===== src/rtl/key_pkg.sv =====
// Shared types and constants for the PS/2-style key frame receiver.
package key_pkg;

  localparam int FRAME_BITS = 11;
  localparam int DATA_W     = 8;

  typedef enum logic [1:0] {
    ST_IDLE,
    ST_DATA,
    ST_PARITY,
    ST_STOP
  } rx_state_e;

  // Odd parity holds when data plus parity carries an odd number of ones.
  function automatic logic odd_par_ok(input logic [DATA_W-1:0] d, input logic p);
    return ^{d, p};
  endfunction

endpackage


===== src/rtl/key_code_fifo.sv =====
// Show-ahead FIFO for received key codes; push is dropped when full unless a pop frees a slot.
module key_code_fifo
  import key_pkg::*;
#(
  parameter int FIFO_DEPTH = 4,
  localparam int AW = $clog2(FIFO_DEPTH),
  localparam int CW = AW + 1
) (
  input  logic              clk,
  input  logic              rst_n,
  input  logic              push,
  input  logic [DATA_W-1:0] wdata,
  input  logic              pop,
  output logic [DATA_W-1:0] rdata,
  output logic              full,
  output logic              empty,
  output logic [CW-1:0]     count
);

  logic [CW-1:0]     wr_q, rd_q;
  logic [DATA_W-1:0] mem_q [FIFO_DEPTH];
  logic              do_pop, do_push;

  // Pointers carry one extra wrap bit so full and empty are distinguishable.
  assign count   = wr_q - rd_q;
  assign empty   = (wr_q == rd_q);
  assign full    = (wr_q[AW-1:0] == rd_q[AW-1:0]) && (wr_q[AW] != rd_q[AW]);
  assign do_pop  = pop & ~empty;
  assign do_push = push & (~full | do_pop);
  assign rdata   = mem_q[rd_q[AW-1:0]];

  // Read/write pointer update.
  always_ff @(posedge clk or negedge rst_n) begin
    if (!rst_n) begin
      wr_q <= '0;
      rd_q <= '0;
    end else begin
      if (do_push) wr_q <= wr_q + CW'(1);
      if (do_pop)  rd_q <= rd_q + CW'(1);
    end
  end

  // Storage; cleared on reset so the head reads 0x00 while empty after reset.
  always_ff @(posedge clk or negedge rst_n) begin
    if (!rst_n) begin
      for (int i = 0; i < FIFO_DEPTH; i++) mem_q[i] <= '0;
    end else if (do_push) begin
      mem_q[wr_q[AW-1:0]] <= wdata;
    end
  end

endmodule


===== src/rtl/key_frame_rx.sv =====
// Keyboard serial frame receiver: synchronizes kb_clk/kb_data, decodes 11-bit
// odd-parity frames, aborts stalled frames, and queues good codes in a FIFO.
module key_frame_rx
  import key_pkg::*;
#(
  parameter int FIFO_DEPTH     = 4,
  parameter int TIMEOUT_CYCLES = 2500,
  localparam int CW  = $clog2(FIFO_DEPTH) + 1,
  localparam int TW  = $clog2(TIMEOUT_CYCLES + 1),
  localparam int BCW = $clog2(FRAME_BITS)
) (
  input  logic              clk,
  input  logic              rst_n,
  input  logic              kb_clk,
  input  logic              kb_data,
  output logic [DATA_W-1:0] code_data,
  output logic              code_valid,
  input  logic              code_ready,
  output logic              frame_err,
  output logic              overflow,
  output logic [CW-1:0]     fifo_count
);

  logic [1:0]        kclk_q, kdat_q;
  logic              kclk_prev_q;
  logic              sample, sbit;

  rx_state_e         state_q, state_d;
  logic [BCW-1:0]    bitcnt_q, bitcnt_d;
  logic [DATA_W-1:0] shift_q, shift_d;
  logic              par_q, par_d;
  logic [TW-1:0]     tmo_q, tmo_d;
  logic              push_q, push_d;
  logic [DATA_W-1:0] code_q, code_d;
  logic              err_q, err_d;
  logic              ovf_q;

  logic              fifo_full, fifo_empty, pop;

  // Two-flop synchronizers plus a delayed copy of kb_clk for falling-edge detect.
  always_ff @(posedge clk or negedge rst_n) begin
    if (!rst_n) begin
      kclk_q      <= '1;
      kdat_q      <= '1;
      kclk_prev_q <= 1'b1;
    end else begin
      kclk_q      <= {kclk_q[0], kb_clk};
      kdat_q      <= {kdat_q[0], kb_data};
      kclk_prev_q <= kclk_q[1];
    end
  end

  assign sample = kclk_prev_q & ~kclk_q[1];
  assign sbit   = kdat_q[1];

  // Frame decode, timeout and push/error generation.
  always_comb begin
    state_d  = state_q;
    bitcnt_d = bitcnt_q;
    shift_d  = shift_q;
    par_d    = par_q;
    push_d   = 1'b0;
    code_d   = code_q;
    err_d    = 1'b0;
    tmo_d    = (state_q == ST_IDLE || sample) ? '0 : tmo_q + TW'(1);

    unique case (state_q)
      ST_IDLE: begin
        if (sample && !sbit) begin
          state_d  = ST_DATA;
          bitcnt_d = '0;
        end
      end
      ST_DATA: begin
        if (sample) begin
          shift_d  = {sbit, shift_q[DATA_W-1:1]};
          bitcnt_d = bitcnt_q + BCW'(1);
          if (bitcnt_q == BCW'(DATA_W - 1)) state_d = ST_PARITY;
        end
      end
      ST_PARITY: begin
        if (sample) begin
          par_d   = sbit;
          state_d = ST_STOP;
        end
      end
      ST_STOP: begin
        if (sample) begin
          state_d = ST_IDLE;
          if (sbit && odd_par_ok(shift_q, par_q)) begin
            push_d = 1'b1;
            code_d = shift_q;
          end else begin
            err_d = 1'b1;
          end
        end
      end
      default: state_d = ST_IDLE;
    endcase

    // A stalled partial frame is abandoned after TIMEOUT_CYCLES without an edge.
    if (state_q != ST_IDLE && !sample && tmo_q == TW'(TIMEOUT_CYCLES - 1)) begin
      state_d = ST_IDLE;
      err_d   = 1'b1;
      tmo_d   = '0;
    end
  end

  // Receiver state registers.
  always_ff @(posedge clk or negedge rst_n) begin
    if (!rst_n) begin
      state_q  <= ST_IDLE;
      bitcnt_q <= '0;
      shift_q  <= '0;
      par_q    <= 1'b0;
      tmo_q    <= '0;
      push_q   <= 1'b0;
      code_q   <= '0;
      err_q    <= 1'b0;
    end else begin
      state_q  <= state_d;
      bitcnt_q <= bitcnt_d;
      shift_q  <= shift_d;
      par_q    <= par_d;
      tmo_q    <= tmo_d;
      push_q   <= push_d;
      code_q   <= code_d;
      err_q    <= err_d;
    end
  end

  assign pop = code_ready & ~fifo_empty;

  // Overflow pulse: a good code arrived with no room and no pop freeing a slot.
  always_ff @(posedge clk or negedge rst_n) begin
    if (!rst_n) ovf_q <= 1'b0;
    else        ovf_q <= push_q & fifo_full & ~pop;
  end

  key_code_fifo #(.FIFO_DEPTH(FIFO_DEPTH)) u_fifo (
    .clk   (clk),
    .rst_n (rst_n),
    .push  (push_q),
    .wdata (code_q),
    .pop   (pop),
    .rdata (code_data),
    .full  (fifo_full),
    .empty (fifo_empty),
    .count (fifo_count)
  );

  assign code_valid = ~fifo_empty;
  assign frame_err  = err_q;
  assign overflow   = ovf_q;

endmodule


===== config.mk =====
export PLATFORM = sky130hd
export DESIGN_NAME = key_frame_rx
export DESIGN_NICKNAME = d
export VERILOG_FILES = /design/src/rtl/key_pkg.sv /design/src/rtl/key_code_fifo.sv /design/src/rtl/key_frame_rx.sv
export SDC_FILE = /design/constraint.sdc
export NUM_CORES = 1
export LEC_CHECK = 0
export BUFFER_PORTS_ARGS = -buffer_cell sky130_fd_sc_hd__buf_2
export CORE_ASPECT_RATIO = 0.75
export CORE_MARGIN = 2
export CORE_UTILIZATION = 50
export CTS_BUF_LIST = sky130_fd_sc_hd__clkbuf_4
export DETAILED_ROUTE_END_ITERATION = 8
export GPL_TIMING_DRIVEN = 0
export PLACE_DENSITY = 0.64
export SLEW_MARGIN = 25
export SYNTH_ARGS = -nofsm -noshare
export SYNTH_HDL_FRONTEND = slang
export SYNTH_SLANG_ARGS = --single-unit

===== constraint.sdc =====
create_clock -name clk -period 2.9 [get_ports clk]
set_input_delay 0.58 -clock clk [delete_from_list [all_inputs] [get_ports clk]]
set_output_delay 0.58 -clock clk [all_outputs]
set_load 0.01 [all_outputs]

==> metrics.log, run 1 <==
INFO  metric run_status = completed
INFO  metric grt_use_total = 0.173
INFO  metric layout_commonest_cell = sky130_fd_sc_hd__dfrtp_1
INFO  metric antenna_violations_before_repair = 0
INFO  metric post_route_cells_drive_above_1_share = 0.328
INFO  metric syn-mean-instance-area = 13.4 sq um
INFO  metric first_global_vias = 2173
INFO  metric dr.pass1.iters = 4
INFO  metric power.share.sequential = 0.458
INFO  metric critical_path_peak_fanout = 9
INFO  metric internal_power = 2.07 mW
INFO  metric fin_skew = 0.0131 ns
INFO  metric netSwitchingFraction = 0.352
INFO  metric worstSkewPairLatency = 0.43 ns
INFO  metric setup_violations = 0
INFO  metric syn_inst = 276
INFO  metric cts_hold_buf = 0
INFO  metric wl_met3 = 242 um
INFO  metric hold_ws = 0.0853 ns
INFO  metric rows = 27
INFO  metric grt_max_degree = 48
INFO  metric drt.antenna.violating_nets = 0
INFO  metric avgViaCountPerCell = 5.15
INFO  metric postCtsSetupBuffers = 0
INFO  metric ys_warn_count = 0
INFO  metric multi_input_area = 0.00159 sq mm
INFO  metric timing.final.max_slew_violations = 0
INFO  metric cts.sinks = 81
INFO  metric synth_seq_area_share = 0.551
INFO  metric combPwrFrac = 0.332
INFO  metric min-delay-path-class = input port to asynchronous set/reset pin
INFO  metric postSynthNetCount = 296
INFO  metric worst_slew_slack_as_a_fraction_of_its_limit = 0.665
INFO  metric die_width = 103 um
INFO  metric die_height = 78.4 um
INFO  metric worst_pin_slew = 0.502 ns
INFO  metric signal_arrival_time_at_the_worst_endpoint = 1.91 ns
INFO  metric htreeDepth = 3
INFO  metric finalNetCount = 326
INFO  metric detailed_place_hpwl = 4100 um
INFO  metric cp-end-kind = output port
INFO  metric dp.cells = 396
INFO  metric wl_met2 = 2630 um
INFO  metric placedInstanceArea = 0.00394 sq mm
INFO  metric yosys_register_bits = 81
INFO  metric tritoncts = done
INFO  metric area.growth.synth_to_final = 10.7%
INFO  metric overall_power = 3.19 mW
INFO  metric cp.required = 2.32 ns
INFO  metric vias = 2123
INFO  metric fillCellCount = 664
INFO  metric topRoutingLayerUsed = met4
INFO  metric cts_inserted_buffers = 9
INFO  metric critPathLaunchType = flip-flop
INFO  metric cap_viol_max_count = 0
INFO  metric clk_pin_slew_worst_paths = 0.13 ns
INFO  metric power.density = 781 mW/mm^2
INFO  metric max-vdd-ir-drop = 0.390 mV
INFO  metric crit_type = flip-flop to output port
INFO  metric grt_pass1_wl = 10600 um
INFO  metric final_hold_viol_count = 0
INFO  metric fmax = 401 MHz
INFO  metric coreArea = 0.00723 sq mm
INFO  metric totalNegativeSetupSlack = 0 ns
INFO  metric gr-total-overflow = 0
INFO  metric io-pin-count = 19
INFO  metric power_leakage = 2.02 nW
INFO  metric route.detailed.wl_per_inst = 14.4 um
INFO  metric finalCritPeriodShare = 0.860
INFO  metric routed_wirelength = 5950 um
INFO  metric commonest_non_fill_non_tap_cells_in_the_layout = 76 x sky130_fd_sc_hd__dfrtp_1, 48 x sky130_fd_sc_hd__mux2_2, 22 x sky130_fd_sc_hd__nand2_1
INFO  metric detail_route.wirelength.met1 = 3020 um
INFO  metric p_sw = 1.12 mW
INFO  metric clock_tree.root_cell = sky130_fd_sc_hd__clkbuf_4
INFO  metric finish.cell_count_without_fillers = 412
INFO  metric fin_area = 0.00408 sq mm
INFO  metric drc = 0
INFO  metric yosys.cell_types.count = 37
INFO  metric place.port_buffers = 18
INFO  metric postcts_resize_cnt = 0
INFO  metric final.min_clock_period = 2.49 ns
INFO  metric sequential_cell_area = 0.00203 sq mm
INFO  metric ctsLongestPathBuffers = 2
INFO  metric start_util = 0.510
INFO  metric num_antenna_cells = 0
INFO  metric gp_routability_congestion = 0.750
INFO  metric clock_power_share = 0.210
INFO  metric initialDrtViolationCount = 74
INFO  metric rsz0062_at_grt = no
INFO  metric fp.dieArea = 0.00809 sq mm
INFO  metric syn-cell-area = 0.00369 sq mm
logic make-up after synthesis:
| kind of cell | after synthesis | share of synthesized area |
|---|---|---|
| compound gates | 17 | 0.0292 |
| simple gates | 67 | 0.0913 |
| flops | 81 | 0.551 |
| buf+inv | 16 | 0.0170 |
| mux | 57 | 0.198 |
| xor+xnor | 23 | 0.0604 |
| fa+ha+maj | 15 | 0.0529 |
sequential cells by signal, summed over array words and instances (netlist names), 3 cells and up:
name,flops
u_fifo.mem_q,32
u_fifo.wr_q,3
tmo_q,12
shift_q,8
code_q,8
u_fifo.rd_q,3
bitcnt_q,4
per-layer routing:
layer | vias to the layer above | track usage
met5 | - | 0
met4 | 0 | 0.0553
met3 | 4 | 0.0614
met2 | 28 | 0.255
met1 | 1063 | 0.242
li1 | 1028 | -
cell type report:
| cell class | instances | area share |
|---|---|---|
| inverter | 11 | 0.0101 |
| clock buffer | 9 | 0.0165 |
| sequential | 81 | 0.498 |
| clock inverter | 7 | 0.0190 |
| timing repair buffer | 19 | 0.0294 |
| tap | 101 | 0.0310 |
| multi-input combinational | 179 | 0.390 |
| buffer | 5 | 0.00582 |
synthesized netlist by cell type:
cell type | number | area [sq um]
sky130_fd_sc_hd__dfrtp_1 | 76 | 1900
sky130_fd_sc_hd__mux2_2 | 48 | 541
sky130_fd_sc_hd__nand2_1 | 22 | 82.6
sky130_fd_sc_hd__nor2_1 | 15 | 56.3
sky130_fd_sc_hd__ha_1 | 14 | 175
sky130_fd_sc_hd__xnor2_1 | 14 | 123
sky130_fd_sc_hd__inv_1 | 11 | 41.3
sky130_fd_sc_hd__o21ai_0 | 9 | 45.0
sky130_fd_sc_hd__mux4_2 | 8 | 180
sky130_fd_sc_hd__nand3_1 | 8 | 40.0
sky130_fd_sc_hd__xor2_1 | 7 | 61.3
sky130_fd_sc_hd__and3_1 | 5 | 31.3
sky130_fd_sc_hd__dfstp_2 | 5 | 131
sky130_fd_sc_hd__nor3_1 | 4 | 20.0
sky130_fd_sc_hd__clkbuf_1 | 3 | 11.3
sky130_fd_sc_hd__nor2b_1 | 3 | 18.8
sky130_fd_sc_hd__a21oi_1 | 2 | 10.0
sky130_fd_sc_hd__buf_2 | 2 | 10.0
sky130_fd_sc_hd__nand4_1 | 2 | 12.5
sky130_fd_sc_hd__a22o_1 | 1 | 8.76
sky130_fd_sc_hd__a31o_2 | 1 | 8.76
sky130_fd_sc_hd__a32o_1 | 1 | 10.0
sky130_fd_sc_hd__and2_1 | 1 | 6.26
sky130_fd_sc_hd__and3b_1 | 1 | 8.76
sky130_fd_sc_hd__and4b_1 | 1 | 10.0
sky130_fd_sc_hd__fa_1 | 1 | 20.0
sky130_fd_sc_hd__mux2i_1 | 1 | 10.0
sky130_fd_sc_hd__nand2b_1 | 1 | 6.26
sky130_fd_sc_hd__nand4_4 | 1 | 21.3
sky130_fd_sc_hd__nor3b_1 | 1 | 7.51
sky130_fd_sc_hd__nor4b_1 | 1 | 8.76
sky130_fd_sc_hd__o2111ai_1 | 1 | 8.76
sky130_fd_sc_hd__o21a_1 | 1 | 7.51
sky130_fd_sc_hd__o221ai_1 | 1 | 8.76
sky130_fd_sc_hd__or3_1 | 1 | 6.26
sky130_fd_sc_hd__xnor2_2 | 1 | 16.3
sky130_fd_sc_hd__xnor3_1 | 1 | 22.5
stage by stage:
step | setup slack [ns] | util
after CTS | 0.00155 | 0.564
after floorplan | 0.722 | -
after global placement | 0.223 | 0.540
after global routing | 0.238 | 0.565
after detailed placement | 0.203 | 0.544
final | 0.405 | 0.565
critical path, cell delays in order, from the launching register on:
cell,delay (ns)
sky130_fd_sc_hd__dfrtp_1,0.40
sky130_fd_sc_hd__clkbuf_2,0.37
sky130_fd_sc_hd__mux4_2,0.57
sky130_fd_sc_hd__buf_2,0.15
worst paths after layout:
kind / start / endpoint / slack (ns) / cells after the start
setup reg to reg: u_fifo.rd_q[1]$_DFFE_PN0P_ / u_fifo.mem_q[4]$_DFFE_PN0P_ / 0.44 / 9
setup / recovery: u_fifo.rd_q[0]$_DFFE_PN0P_ / code_data[4] / 0.41 / 3
hold reg to reg: kclk_q[0]$_DFF_PN1_ / kclk_q[1]$_DFF_PN1_ / 0.37 / 0
hold / removal: rst_n / frame_err$_DFF_PN0_ / 0.09 / 1
max in group asynchronous: rst_n / overflow$_DFF_PN0_ / 2.25 / 2
min in group clk: kb_clk / kclk_q[0]$_DFF_PN1_ / 0.24 / 1
power groups by stage:
stage | clock, mW | sequential (mW) | combinational [mW]
floorplan | 0 | 1.44 | 0.836
global placement | 0 | 1.48 | 1.04
detailed placement | 0 | 1.48 | 1.07
CTS | 0.706 | 1.46 | 1.07
global route | 0.760 | 1.49 | 1.20
finish | 0.671 | 1.46 | 1.06
Note: power is estimated with default switching activity, not from simulation.
==> inputs of run 2 (changes only) <==
--- a/config.mk
+++ b/config.mk
@@ -5,15 +5,18 @@
 export SDC_FILE = /design/constraint.sdc
 export NUM_CORES = 1
 export LEC_CHECK = 0
+export ABC_AREA = 1
 export BUFFER_PORTS_ARGS = -buffer_cell sky130_fd_sc_hd__buf_2
 export CORE_ASPECT_RATIO = 0.75
 export CORE_MARGIN = 2
 export CORE_UTILIZATION = 50
 export CTS_BUF_LIST = sky130_fd_sc_hd__clkbuf_4
 export DETAILED_ROUTE_END_ITERATION = 8
+export GPL_ROUTABILITY_DRIVEN = 0
 export GPL_TIMING_DRIVEN = 0
 export PLACE_DENSITY = 0.64
 export SLEW_MARGIN = 25
 export SYNTH_ARGS = -nofsm -noshare
 export SYNTH_HDL_FRONTEND = slang
 export SYNTH_SLANG_ARGS = --single-unit
+export TNS_END_PERCENT = 30
==> metrics.log, run 2 <==
INFO  metric min-delay-path-class = input port to asynchronous set/reset pin
INFO  metric power.density = 827 mW/mm^2
INFO  metric worst_pin_slew = 0.486 ns
INFO  metric ys_warn_count = 0
INFO  metric vias = 3247
INFO  metric die_height = 82.4 um
INFO  metric cap_viol_max_count = 0
INFO  metric most_repeated_cell_in_the_gate_level_netlist_after_synthesis = sky130_fd_sc_hd__nand2_1
INFO  metric synth_seq_area_share = 0.496
INFO  metric cts_inserted_buffers = 9
INFO  metric most_flop_heavy_register = u_fifo.mem_q
INFO  metric cp-end-kind = output port
INFO  metric critical_path_peak_fanout = 10
INFO  metric start_util = 0.518
INFO  metric rows = 28
INFO  metric tritoncts = done
INFO  metric yosys_register_bits = 81
INFO  metric avgViaCountPerCell = 5.15
INFO  metric grt_pass1_wl = 14700 um
INFO  metric ys_top_cells_by_count = 154 x sky130_fd_sc_hd__nand2_1, 76 x sky130_fd_sc_hd__dfrtp_1, 60 x sky130_fd_sc_hd__o21ai_0
INFO  metric syn-cell-area = 0.00410 sq mm
INFO  metric power.share.sequential = 0.402
INFO  metric fmax = 379 MHz
INFO  metric max-vdd-ir-drop = 0.445 mV
INFO  metric final_hold_viol_count = 0
INFO  metric worstSkewPairLatency = 0.44 ns
INFO  metric finalCritPeriodShare = 0.910
INFO  metric totalNegativeSetupSlack = 0 ns
INFO  metric netSwitchingFraction = 0.431
INFO  metric synth_largest_type_area_fraction = 0.464
INFO  metric gr-total-overflow = 0
INFO  metric antenna_violations_before_repair = 0
INFO  metric setup_violations = 0
INFO  metric mux_contribution_to_synthesized_area = 0
INFO  metric fin_skew = 0.0186 ns
INFO  metric cts.sinks = 81
INFO  metric grt_use_total = 0.218
INFO  metric signal_arrival_time_at_the_worst_endpoint = 2.06 ns
INFO  metric postCtsSetupBuffers = 0
INFO  metric crit_chain = inv_1 > clkbuf_2 > nor2_1 > o22ai_1 > buf_2
INFO  metric drc = 0
INFO  metric worst_slew_slack_as_a_fraction_of_its_limit = 0.676
INFO  metric finalNetCount = 541
INFO  metric ctsLongestPathBuffers = 2
INFO  metric rsz0062_at_grt = no
INFO  metric combPwrFrac = 0.428
INFO  metric crit_path_max_incr_delay = 0.54 ns
INFO  metric initialDrtViolationCount = 143
INFO  metric clock_tree.root_cell = sky130_fd_sc_hd__clkbuf_4
INFO  metric dr.pass1.iters = 4
INFO  metric power_leakage = 2.33 nW
INFO  metric clock_power_share = 0.170
INFO  metric detailed_place_hpwl = 6090 um
INFO  metric timing.critical_path.slowest_stage_cell = sky130_fd_sc_hd__dfrtp_1
INFO  metric postSynthNetCount = 511
INFO  metric run_status = completed
INFO  metric yosys.cell_types.count = 44
INFO  metric overall_power = 3.70 mW
INFO  metric synth_top_family_by_area = simple AND/OR/NAND/NOR gates
INFO  metric fp.dieArea = 0.00895 sq mm
INFO  metric htreeDepth = 3
INFO  metric synth_async_sr_flop_share = 1.00
INFO  metric synth_area_leader_cell = sky130_fd_sc_hd__dfrtp_1
INFO  metric clk_pin_slew_worst_paths = 0.13 ns
INFO  metric cts_hold_buf = 0
INFO  metric critical-path-top-delay-family = buffers and inverters
INFO  metric synth.top_cells.by_area = sky130_fd_sc_hd__dfrtp_1 46%, sky130_fd_sc_hd__nand2_1 14%, sky130_fd_sc_hd__o21ai_0 7.3%
INFO  metric route.detailed.wl_per_inst = 13.6 um
INFO  metric syn-mean-instance-area = 8.35 sq um
INFO  metric die_width = 109 um
INFO  metric synth-xor-area-share = 0.0189
INFO  metric layout_commonest_cell = sky130_fd_sc_hd__nand2_1
INFO  metric synth_top_flop_cell = sky130_fd_sc_hd__dfrtp_1
INFO  metric worst_path_buffer_plus_inverter_count = 3
INFO  metric synth_fa_ha_area_frac = 0.0476
INFO  metric post_route_cells_drive_above_1_share = 0.135
INFO  metric io-pin-count = 19
INFO  metric crit_type = flip-flop to output port
INFO  metric synth_compound_area_frac = 0.115
INFO  metric finalCoreUtilization = 0.566
INFO  metric place.port_buffers = 18
INFO  metric hold_ws = 0.0905 ns
INFO  metric coreArea = 0.00792 sq mm
INFO  metric cp.required = 2.32 ns
INFO  metric largest_register_ff_count = 32
INFO  metric final.min_clock_period = 2.64 ns
INFO  metric synth_simple_gate_area_share = 0.265
INFO  metric drt.antenna.violating_nets = 0
INFO  metric fillCellCount = 781
INFO  metric largest_registers = u_fifo.mem_q x32, tmo_q x12
INFO  metric postcts_resize_cnt = 0
INFO  metric synth_enable_flop_cells = 0
INFO  metric num_antenna_cells = 0
INFO  metric area.growth.synth_to_final = 9.28%
INFO  metric syn_inst = 491
INFO  metric internal_power = 2.11 mW
INFO  metric first_global_vias = 3082
INFO  metric commonest_non_fill_non_tap_cells_in_the_layout = 154 x sky130_fd_sc_hd__nand2_1, 75 x sky130_fd_sc_hd__dfrtp_1, 60 x sky130_fd_sc_hd__o21ai_0
INFO  metric routed_wirelength = 8560 um
INFO  metric timing.final.max_slew_violations = 0
INFO  metric p_sw = 1.60 mW
INFO  metric critPathLaunchType = flip-flop
INFO  metric grt_max_degree = 48
[run 2: worst register-to-register path: stages (launching register included)]
cell	delay (ns)
sky130_fd_sc_hd__dfrtp_2	0.54
sky130_fd_sc_hd__clkinvlp_4	0.26
sky130_fd_sc_hd__ha_1	0.40
sky130_fd_sc_hd__nand4_4	0.13
sky130_fd_sc_hd__nand2_4	0.06
sky130_fd_sc_hd__buf_8	0.14
sky130_fd_sc_hd__nor2_2	0.33
sky130_fd_sc_hd__nand2_1	0.09
sky130_fd_sc_hd__nand2_1	0.09
[run 2: per-stage QoR]
step	setup slack, ns	cell area (sq um)	std cells
after floorplan	0.984	4100	491
after global placement	0.594	4320	614
after detailed placement	0.566	4350	615
after CTS	0.0604	4470	630
after global routing	0.0464	4480	630
final	0.261	4480	630
[run 2: cell type report]
class	instances	area, sq um	share of cell area
Buffer	9	66.3	0.0148
Clock buffer	10	75.1	0.0168
Clock inverter	5	47.5	0.0106
Inverter	45	175	0.0391
Multi-Input combinational cell	356	1830	0.409
Sequential cell	81	2030	0.454
Tap cell	105	131	0.0293
Timing Repair Buffer	19	120	0.0268
[run 2: path summary, 6_finish.rpt]
| check | startpoint | to | slack, ns | cells past startpoint |
|---|---|---|---|---|
| min reg2reg | kclk_q[0]$_DFF_PN1_ | kclk_q[1]$_DFF_PN1_ | 0.37 | 0 |
| max reg2reg | u_fifo.rd_q[1]$_DFFE_PN0P_ | u_fifo.mem_q[10]$_DFFE_PN0P_ | 0.79 | 8 |
| max | u_fifo.rd_q[0]$_DFFE_PN0P_ | code_data[0] | 0.26 | 5 |
| min in group clk | kb_clk | kclk_q[0]$_DFF_PN1_ | 0.24 | 1 |
| max in group asynchronous | rst_n | kdat_q[1]$_DFF_PN1_ | 2.15 | 2 |
| min | rst_n | u_fifo.mem_q[14]$_DFFE_PN0P_ | 0.09 | 1 |
[run 2: logic make-up (layout without fill, tap and decap cells)]
group	after synthesis	after routing
adders and majority gates	15	15
DFF	81	81
and+or+nand+nor	246	246
xor gates and xnor gates	8	8
buffers and inverters	54	88
AOI/OAI and AO/OA	87	87
[run 2: power groups by stage]
stage | sequential (mW) | clock, mW | combinational, mW
floorplan | 1.44 | 0 | 1.17
global placement | 1.50 | 0 | 1.55
detailed placement | 1.50 | 0 | 1.59
CTS | 1.48 | 0.654 | 1.59
global route | 1.51 | 0.703 | 1.83
finish | 1.49 | 0.631 | 1.58
[run 2: metal layers]
layer	share of wire	GRT usage
met3	0.057	0.0604
met2	0.43	0.326
met5	0	0
met1	0.50	0.307
met4	0.013	0.0718
